**config.mk**
```make
export PLATFORM = sky130hd
export DESIGN_NAME = alt_dfe_avmm_master
export DESIGN_NICKNAME = d
export VERILOG_FILES = /design/src/rtl/alt_dfe_avmm_pkg.sv /design/src/rtl/alt_dfe_avmm_master.sv
export SDC_FILE = /design/constraint.sdc
export NUM_CORES = 1
export LEC_CHECK = 0
export ABC_AREA = 1
export CAP_MARGIN = 20
export CORE_MARGIN = 8
export CORE_UTILIZATION = 40
export CTS_CLUSTER_SIZE = 14
export DETAILED_ROUTE_END_ITERATION = 10
export PLACE_DENSITY = 0.64
export SYNTH_ARGS = -nofsm -noshare
export SYNTH_HDL_FRONTEND = slang
export SYNTH_SLANG_ARGS = --single-unit
```
**constraint.sdc**
```tcl
create_clock -name i_avmm_clk -period 1.6 [get_ports i_avmm_clk]
set_input_delay 0.32 -clock i_avmm_clk [delete_from_list [all_inputs] [get_ports i_avmm_clk]]
set_output_delay 0.32 -clock i_avmm_clk [all_outputs]
set_load 0.005 [all_outputs]
```
**src/rtl/alt_dfe_avmm_pkg.sv**
```systemverilog
// Shared register map, control-word bit positions, response status bits and
// FSM state encoding for the DFE Avalon-MM master.
package alt_dfe_avmm_pkg;

  localparam logic [1:0] REG_CTRL = 2'd0;
  localparam logic [1:0] REG_CH   = 2'd1;
  localparam logic [1:0] REG_WD   = 2'd2;
  localparam logic [1:0] REG_DATA = 2'd3;

  localparam int CTRL_BUSY   = 15;
  localparam int CTRL_INV_WD = 14;
  localparam int CTRL_INV_CH = 13;
  localparam int CTRL_RWN    = 1;
  localparam int CTRL_START  = 0;

  localparam int ST_INV_CH  = 0;
  localparam int ST_INV_WD  = 1;
  localparam int ST_TIMEOUT = 2;

  typedef enum logic [3:0] {
    S_IDLE    = 4'd0,
    S_PRECHK  = 4'd1,
    S_WR_CH   = 4'd2,
    S_WR_WD   = 4'd3,
    S_WR_DATA = 4'd4,
    S_WR_CTRL = 4'd5,
    S_POLL    = 4'd6,
    S_RD_DATA = 4'd7,
    S_RESP    = 4'd8
  } state_t;

endpackage

```
**src/rtl/alt_dfe_avmm_master.sv**
```systemverilog
// Turns one channel/word read or write command into the Avalon-MM register
// sequence of the DFE slave: busy pre-check, address/data writes, start, poll.
module alt_dfe_avmm_master
  import alt_dfe_avmm_pkg::*;
#(
  parameter int ADDR_WIDTH = 16,
  parameter int DATA_WIDTH = 16,
  parameter int POLL_LIMIT = 1023
) (
  input  logic                  i_avmm_clk,
  input  logic                  i_resetn,
  input  logic                  i_cmd_valid,
  output logic                  o_cmd_ready,
  input  logic                  i_cmd_rwn,
  input  logic [15:0]           i_cmd_chaddress,
  input  logic [15:0]           i_cmd_wdaddress,
  input  logic [DATA_WIDTH-1:0] i_cmd_wdata,
  output logic                  o_rsp_valid,
  output logic [DATA_WIDTH-1:0] o_rsp_rdata,
  output logic [2:0]            o_rsp_status,
  output logic [ADDR_WIDTH-1:0] o_avmm_maddress,
  output logic                  o_avmm_mread,
  output logic                  o_avmm_mwrite,
  output logic [DATA_WIDTH-1:0] o_avmm_mwritedata,
  input  logic [DATA_WIDTH-1:0] i_avmm_mreaddata,
  input  logic                  i_avmm_mwaitrequest,
  output logic                  o_busy
);

  localparam int CNT_W = $clog2(POLL_LIMIT + 1);
  localparam logic [CNT_W-1:0] LAST_POLL = CNT_W'(POLL_LIMIT - 1);

  state_t                state_q, state_d;
  logic                  rwn_q, rwn_d;
  logic [15:0]           ch_q, ch_d, wd_q, wd_d;
  logic [DATA_WIDTH-1:0] data_q, data_d, rdata_q, rdata_d, wdata_q, wdata_d;
  logic [2:0]            status_q, status_d;
  logic [ADDR_WIDTH-1:0] addr_q, addr_d;
  logic                  mread_q, mread_d, mwrite_q, mwrite_d;
  logic [CNT_W-1:0]      poll_q, poll_d;

  logic                  req_rd;
  logic [1:0]            req_reg;
  logic [DATA_WIDTH-1:0] req_data;
  logic                  bus_idle, xfer_done, busy_bit, at_limit;

  assign bus_idle  = ~mread_q & ~mwrite_q;
  assign xfer_done = (mread_q | mwrite_q) & ~i_avmm_mwaitrequest;
  assign busy_bit  = i_avmm_mreaddata[CTRL_BUSY];
  assign at_limit  = (poll_q == LAST_POLL);

  // Which register access each transfer state performs.
  // NOTE: every combinational output gets a default first so no path can infer a latch.
  always_comb begin
    req_rd   = 1'b0;
    req_reg  = REG_CTRL;
    req_data = '0;
    case (state_q)
      S_PRECHK, S_POLL: req_rd = 1'b1;
      S_WR_CH: begin
        req_reg  = REG_CH;
        req_data = DATA_WIDTH'(ch_q);
      end
      S_WR_WD: begin
        req_reg  = REG_WD;
        req_data = DATA_WIDTH'(wd_q);
      end
      S_WR_DATA: begin
        req_reg  = REG_DATA;
        req_data = data_q;
      end
      S_WR_CTRL: begin
        req_data[CTRL_START] = 1'b1;
        req_data[CTRL_RWN]   = rwn_q;
      end
      S_RD_DATA: begin
        req_rd  = 1'b1;
        req_reg = REG_DATA;
      end
      default: ;
    endcase
  end

  always_comb begin
    state_d  = state_q;
    rwn_d    = rwn_q;
    ch_d     = ch_q;
    wd_d     = wd_q;
    data_d   = data_q;
    rdata_d  = rdata_q;
    status_d = status_q;
    addr_d   = addr_q;
    wdata_d  = wdata_q;
    mread_d  = mread_q;
    mwrite_d = mwrite_q;
    poll_d   = poll_q;

    // Issuing only from an idle bus leaves the strobe low for one cycle after every completion.
    if (state_q != S_IDLE && state_q != S_RESP) begin
      if (bus_idle) begin
        mread_d  = req_rd;
        mwrite_d = ~req_rd;
        addr_d   = ADDR_WIDTH'(req_reg);
        wdata_d  = req_data;
      end else if (xfer_done) begin
        mread_d  = 1'b0;
        mwrite_d = 1'b0;
      end
    end

    case (state_q)
      S_IDLE: begin
        if (i_cmd_valid) begin
          rwn_d    = i_cmd_rwn;
          ch_d     = i_cmd_chaddress;
          wd_d     = i_cmd_wdaddress;
          data_d   = i_cmd_wdata;
          rdata_d  = '0;
          status_d = '0;
          poll_d   = '0;
          state_d  = S_PRECHK;
        end
      end
      S_PRECHK, S_POLL: begin
        if (xfer_done) begin
          if (busy_bit) begin
            poll_d = poll_q + CNT_W'(1);
            if (at_limit) begin
              status_d[ST_TIMEOUT] = 1'b1;
              state_d              = S_RESP;
            end
          end else if (state_q == S_PRECHK) begin
            state_d = S_WR_CH;
          end else begin
            status_d[ST_INV_WD] = i_avmm_mreaddata[CTRL_INV_WD];
            status_d[ST_INV_CH] = i_avmm_mreaddata[CTRL_INV_CH];
            state_d = (rwn_q && !i_avmm_mreaddata[CTRL_INV_WD] && !i_avmm_mreaddata[CTRL_INV_CH])
                      ? S_RD_DATA : S_RESP;
          end
        end
      end
      S_WR_CH:   if (xfer_done) state_d = S_WR_WD;
      S_WR_WD:   if (xfer_done) state_d = rwn_q ? S_WR_CTRL : S_WR_DATA;
      S_WR_DATA: if (xfer_done) state_d = S_WR_CTRL;
      S_WR_CTRL: if (xfer_done) state_d = S_POLL;
      S_RD_DATA: begin
        if (xfer_done) begin
          rdata_d = i_avmm_mreaddata;
          state_d = S_RESP;
        end
      end
      S_RESP:  state_d = S_IDLE;
      default: state_d = S_IDLE;
    endcase
  end

  // NOTE: sequential state uses non-blocking assignments so every flop samples pre-edge values.
  always_ff @(posedge i_avmm_clk or negedge i_resetn) begin
    if (!i_resetn) begin
      state_q  <= S_IDLE;
      rwn_q    <= 1'b0;
      ch_q     <= '0;
      wd_q     <= '0;
      data_q   <= '0;
      rdata_q  <= '0;
      status_q <= '0;
      addr_q   <= '0;
      wdata_q  <= '0;
      mread_q  <= 1'b0;
      mwrite_q <= 1'b0;
      poll_q   <= '0;
    end else begin
      state_q  <= state_d;
      rwn_q    <= rwn_d;
      ch_q     <= ch_d;
      wd_q     <= wd_d;
      data_q   <= data_d;
      rdata_q  <= rdata_d;
      status_q <= status_d;
      addr_q   <= addr_d;
      wdata_q  <= wdata_d;
      mread_q  <= mread_d;
      mwrite_q <= mwrite_d;
      poll_q   <= poll_d;
    end
  end

  assign o_cmd_ready       = (state_q == S_IDLE);
  assign o_busy            = (state_q != S_IDLE);
  assign o_rsp_valid       = (state_q == S_RESP);
  assign o_rsp_rdata       = rdata_q;
  assign o_rsp_status      = status_q;
  assign o_avmm_maddress   = addr_q;
  assign o_avmm_mread      = mread_q;
  assign o_avmm_mwrite     = mwrite_q;
  assign o_avmm_mwritedata = wdata_q;

endmodule

```
==> flow_metrics.tcl <==
set metrics [dict create \
    num-fill-cells 1002 \
    status "finished, violations left" \
    area_growth_pct 48.2 \
    regToRegSetupSlack_ps -70 \
    netlist_instances 532 \
    cp.arrival_ps 1910 \
    period_share_pct 105 \
    post-route-drc-count 0 \
    cp_max_fo 6 \
    grt_pass1_wl_um 22000 \
    io_buffers 110 \
    grt_max_degree 32 \
    globalRouteTotalUtil_pct 17.0 \
    fp.dieH_um 128 \
    rsz0062_at_grt "yes" \
    ctsLongestPathBuffers 2 \
    fin_skew_ps 9.36 \
    io_pins 125 \
    die_w_um 128 \
    ff2ff_path_depth 8 \
    power_density_mw_per_mm2 1700 \
    r2r_end "ch_q[2]" \
    wire_per_inst_um 16.4 \
    cts_tree "yes" \
    gr-total-overflow 0 \
    path_class "flop to flop" \
    max_cap_viol_count 0 \
    r2r-start "state_q[0]" \
    drive_above_1_share_pct 25.7 \
    ys_seq_area_share_pct 51.2 \
    leakage_nw 3.69 \
    required_ps 1830 \
    clockPowerShare_pct 16.8 \
    p_int_mw 7.95 \
    layoutNonFillerInstCount 869 \
    power.total_mw 12.5 \
    synthesis.area_mm2 0.00498 \
    clkTransAtPathRegs_ps 80 \
    pwr-share-comb_pct 51.0 \
    startpoint_type "flop" \
    switchingPower_mw 4.59 \
    period_minus_slack_ps 1670 \
    vias 4257 \
    synth.area.top_cells "dfrtp_1 (51%), mux2_4 (11%), nand2_1 (11%)" \
    hp-class "input port to async pin" \
    vdd_drop_max_v 0.000630 \
    setup_viol 46 \
    critPathCaptureType "flop" \
    numCtsBuffers 9 \
    ant_nets 0 \
    die-area_mm2 0.0163 \
    grt_pass1_vias 4227 \
    power_frac_seq_pct 32.2 \
    dp_hpwl_um 9650 \
    initial_core_util_pct 41.3 \
    num_rows 40 \
    core_area_mm2 0.0121 \
    antenna_found_initial 0 \
    layout.nets 767 \
    slew_viol_final 0 \
    dr.pass1.iters 5 \
    dr.first_iter.drc_count 288 \
    yosysTopAreaCell "dfrtp_1" \
    dp.cells 831 \
    violations "setup timing" \
    fmax_mhz 597 \
    ys_seq_elements 102 \
    via_per_inst 4.90 \
    cts_root_buf "clkbuf_16" \
    gp_congestion 0.825 \
    yosys.cell_types.count 33 \
    swShare_pct 36.6 \
    yosys.area.top_type_share_pct 51.2 \
    drt_wl_total_um 14300 \
    hold_ws_ps 423 \
    setup_slack_ps -74.7 \
    hold_violations 0 \
    yosys_warnings 0 \
    num_antenna_cells 0 \
    syn_avg_cell_area_um2 9.36 \
    cts-htree-levels 3 \
    clk_latency_ps 350 \
    cts.sinks 102 \
]
[worst max path at each step]
stage	endpoint	start	slack (ps)
2_1_floorplan	ch_q[14]	state_q[2]	140
3_3_place_gp	poll_q[6]	i_avmm_mwaitrequest	-180
3_5_place_dp	poll_q[8]	i_avmm_mwaitrequest	-290
4_1_cts	o_rsp_valid	state_q[1]	-110
5_1_grt	state_q[0]	state_q[0]	-170
6_report	ch_q[2]	state_q[0]	-70
[through the flow]
step                worst slack, ps  TNS, ps  area, µm²  utilization, %
CTS                            -106     -106       6920            57.4
global route                   -167    -6570       7380            61.2
finish                        -74.7    -2420       7380            61.2
detailed placement             -286    -6760       6510            54.0
floorplan                       141        0       5030               -
global placement               -180    -6140       6510            54.0
[worst max-delay path, stage by stage (launching register included)]
cell	delay, ps
dfrtp_1	420
nor2_4	170
buf_12	120
nand2_8	60
inv_4	60
buf_6	120
nand2_8	110
clkbuf_16	200
mux2_4	290
[Yosys cell counts]
master / count
buf_4: 17
inv_2: 2
nand2_4: 1
clkbuf_1: 1
a21oi_1: 22
buf_2: 9
xnor2_1: 2
clkinv_1: 1
inv_1: 32
mux2_4: 37
o21ai_0: 28
o22ai_1: 2
nand3_1: 49
nor2_1: 44
o31ai_1: 1
a41oi_1: 1
o21ai_1: 2
nor3_1: 2
buf_6: 7
nand2_1: 140
or2_2: 1
nand4_1: 2
o211ai_1: 1
nand2_2: 7
nor2_2: 5
o21ai_2: 3
ha_1: 2
xor2_1: 3
nand3b_1: 1
dfrtp_1: 102
o21bai_1: 3
conb_1: 1
nand3_2: 1
[area by class of cell]
type / count / area [µm²] / area share (%)
Inverter: 35 / 138 / 1.87
Tap cell: 168 / 210 / 2.85
Timing Repair Buffer: 171 / 1840 / 25.0
Multi-Input combinational cell: 377 / 2350 / 31.8
Sequential cell: 102 / 2550 / 34.6
Clock buffer: 9 / 225 / 3.05
Clock inverter: 7 / 58.8 / 0.797
[flip-flops by register name, indices dropped and copies added (netlist names), 2 cells and up]
name,flops
ch_q,16
data_q,16
o_avmm_mwritedata,16
o_rsp_rdata,16
wd_q,16
poll_q,10
state_q,4
o_rsp_status,3
o_avmm_maddress,2
[power by group through the flow]
stage          sequential, mW  clock, mW  combinational (mW)
4_1_cts                  4.03       2.15                5.40
5_1_grt                  4.14       2.26                6.92
6_report                 4.04       2.11                6.39
2_1_floorplan            3.96          0                3.12
3_5_place_dp             4.07          0                5.08
3_3_place_gp             4.03          0                4.98
[layout by cell type (no fill, tap or decap), types with 2 or more instances in the layout]
master,n
nand4_1,2
buf_6,9
nand3_1,40
nand2_2,7
dlymetal6s2s_1,10
nor2_1,33
clkinv_4,3
nor2_4,4
a21oi_1,20
conb_1,14
nand2_4,6
buf_12,11
inv_4,2
o21ai_0,12
nand2_8,4
ha_1,2
inv_1,27
buf_8,2
buf_2,2
clkbuf_16,13
nor2_2,12
o21ai_1,16
xnor2_1,2
o21ai_2,5
clkinv_2,2
dfrtp_1,101
xor2_1,3
nand3_2,9
clkdlybuf4s50_1,93
nand2_1,134
dlygate4sd2_1,3
buf_4,35
inv_2,5
o21bai_1,3
mux2_4,37
[logic make-up (layout without fill, tap and decap cells)]
logic type / count (synthesis) / in the layout / share of synthesized area [%]
flops: 102 / 102 / 51.2
xor+xnor: 5 / 5 / 0.879
simple gates: 253 / 256 / 21.5
fa+ha+maj: 2 / 2 / 0.502
mux: 37 / 37 / 11.2
buf+inv: 69 / 222 / 7.76
other cells: 1 / 14 / 0.0753
compound gates: 63 / 63 / 6.93
[timing repair]
action	in CTS	in global routing
pin swaps	6	10
hold buffers	1	0
resized for setup	31	87
endpoints found under the setup margin	78	107
hold endpoints to repair	21	0
setup buffers	5	8
cloned	1	7
[per-layer routing]
layer / wire (µm) / vias up / track usage (%)
met3: 1120 / 19 / 5.41
met5: 0 / - / 0
met4: 223 / 0 / 5.87
met2: 6500 / 153 / 26.3
met1: 6410 / 2051 / 22.0
li1: - / 2034 / -
Note: power is estimated with default switching activity, not from simulation.
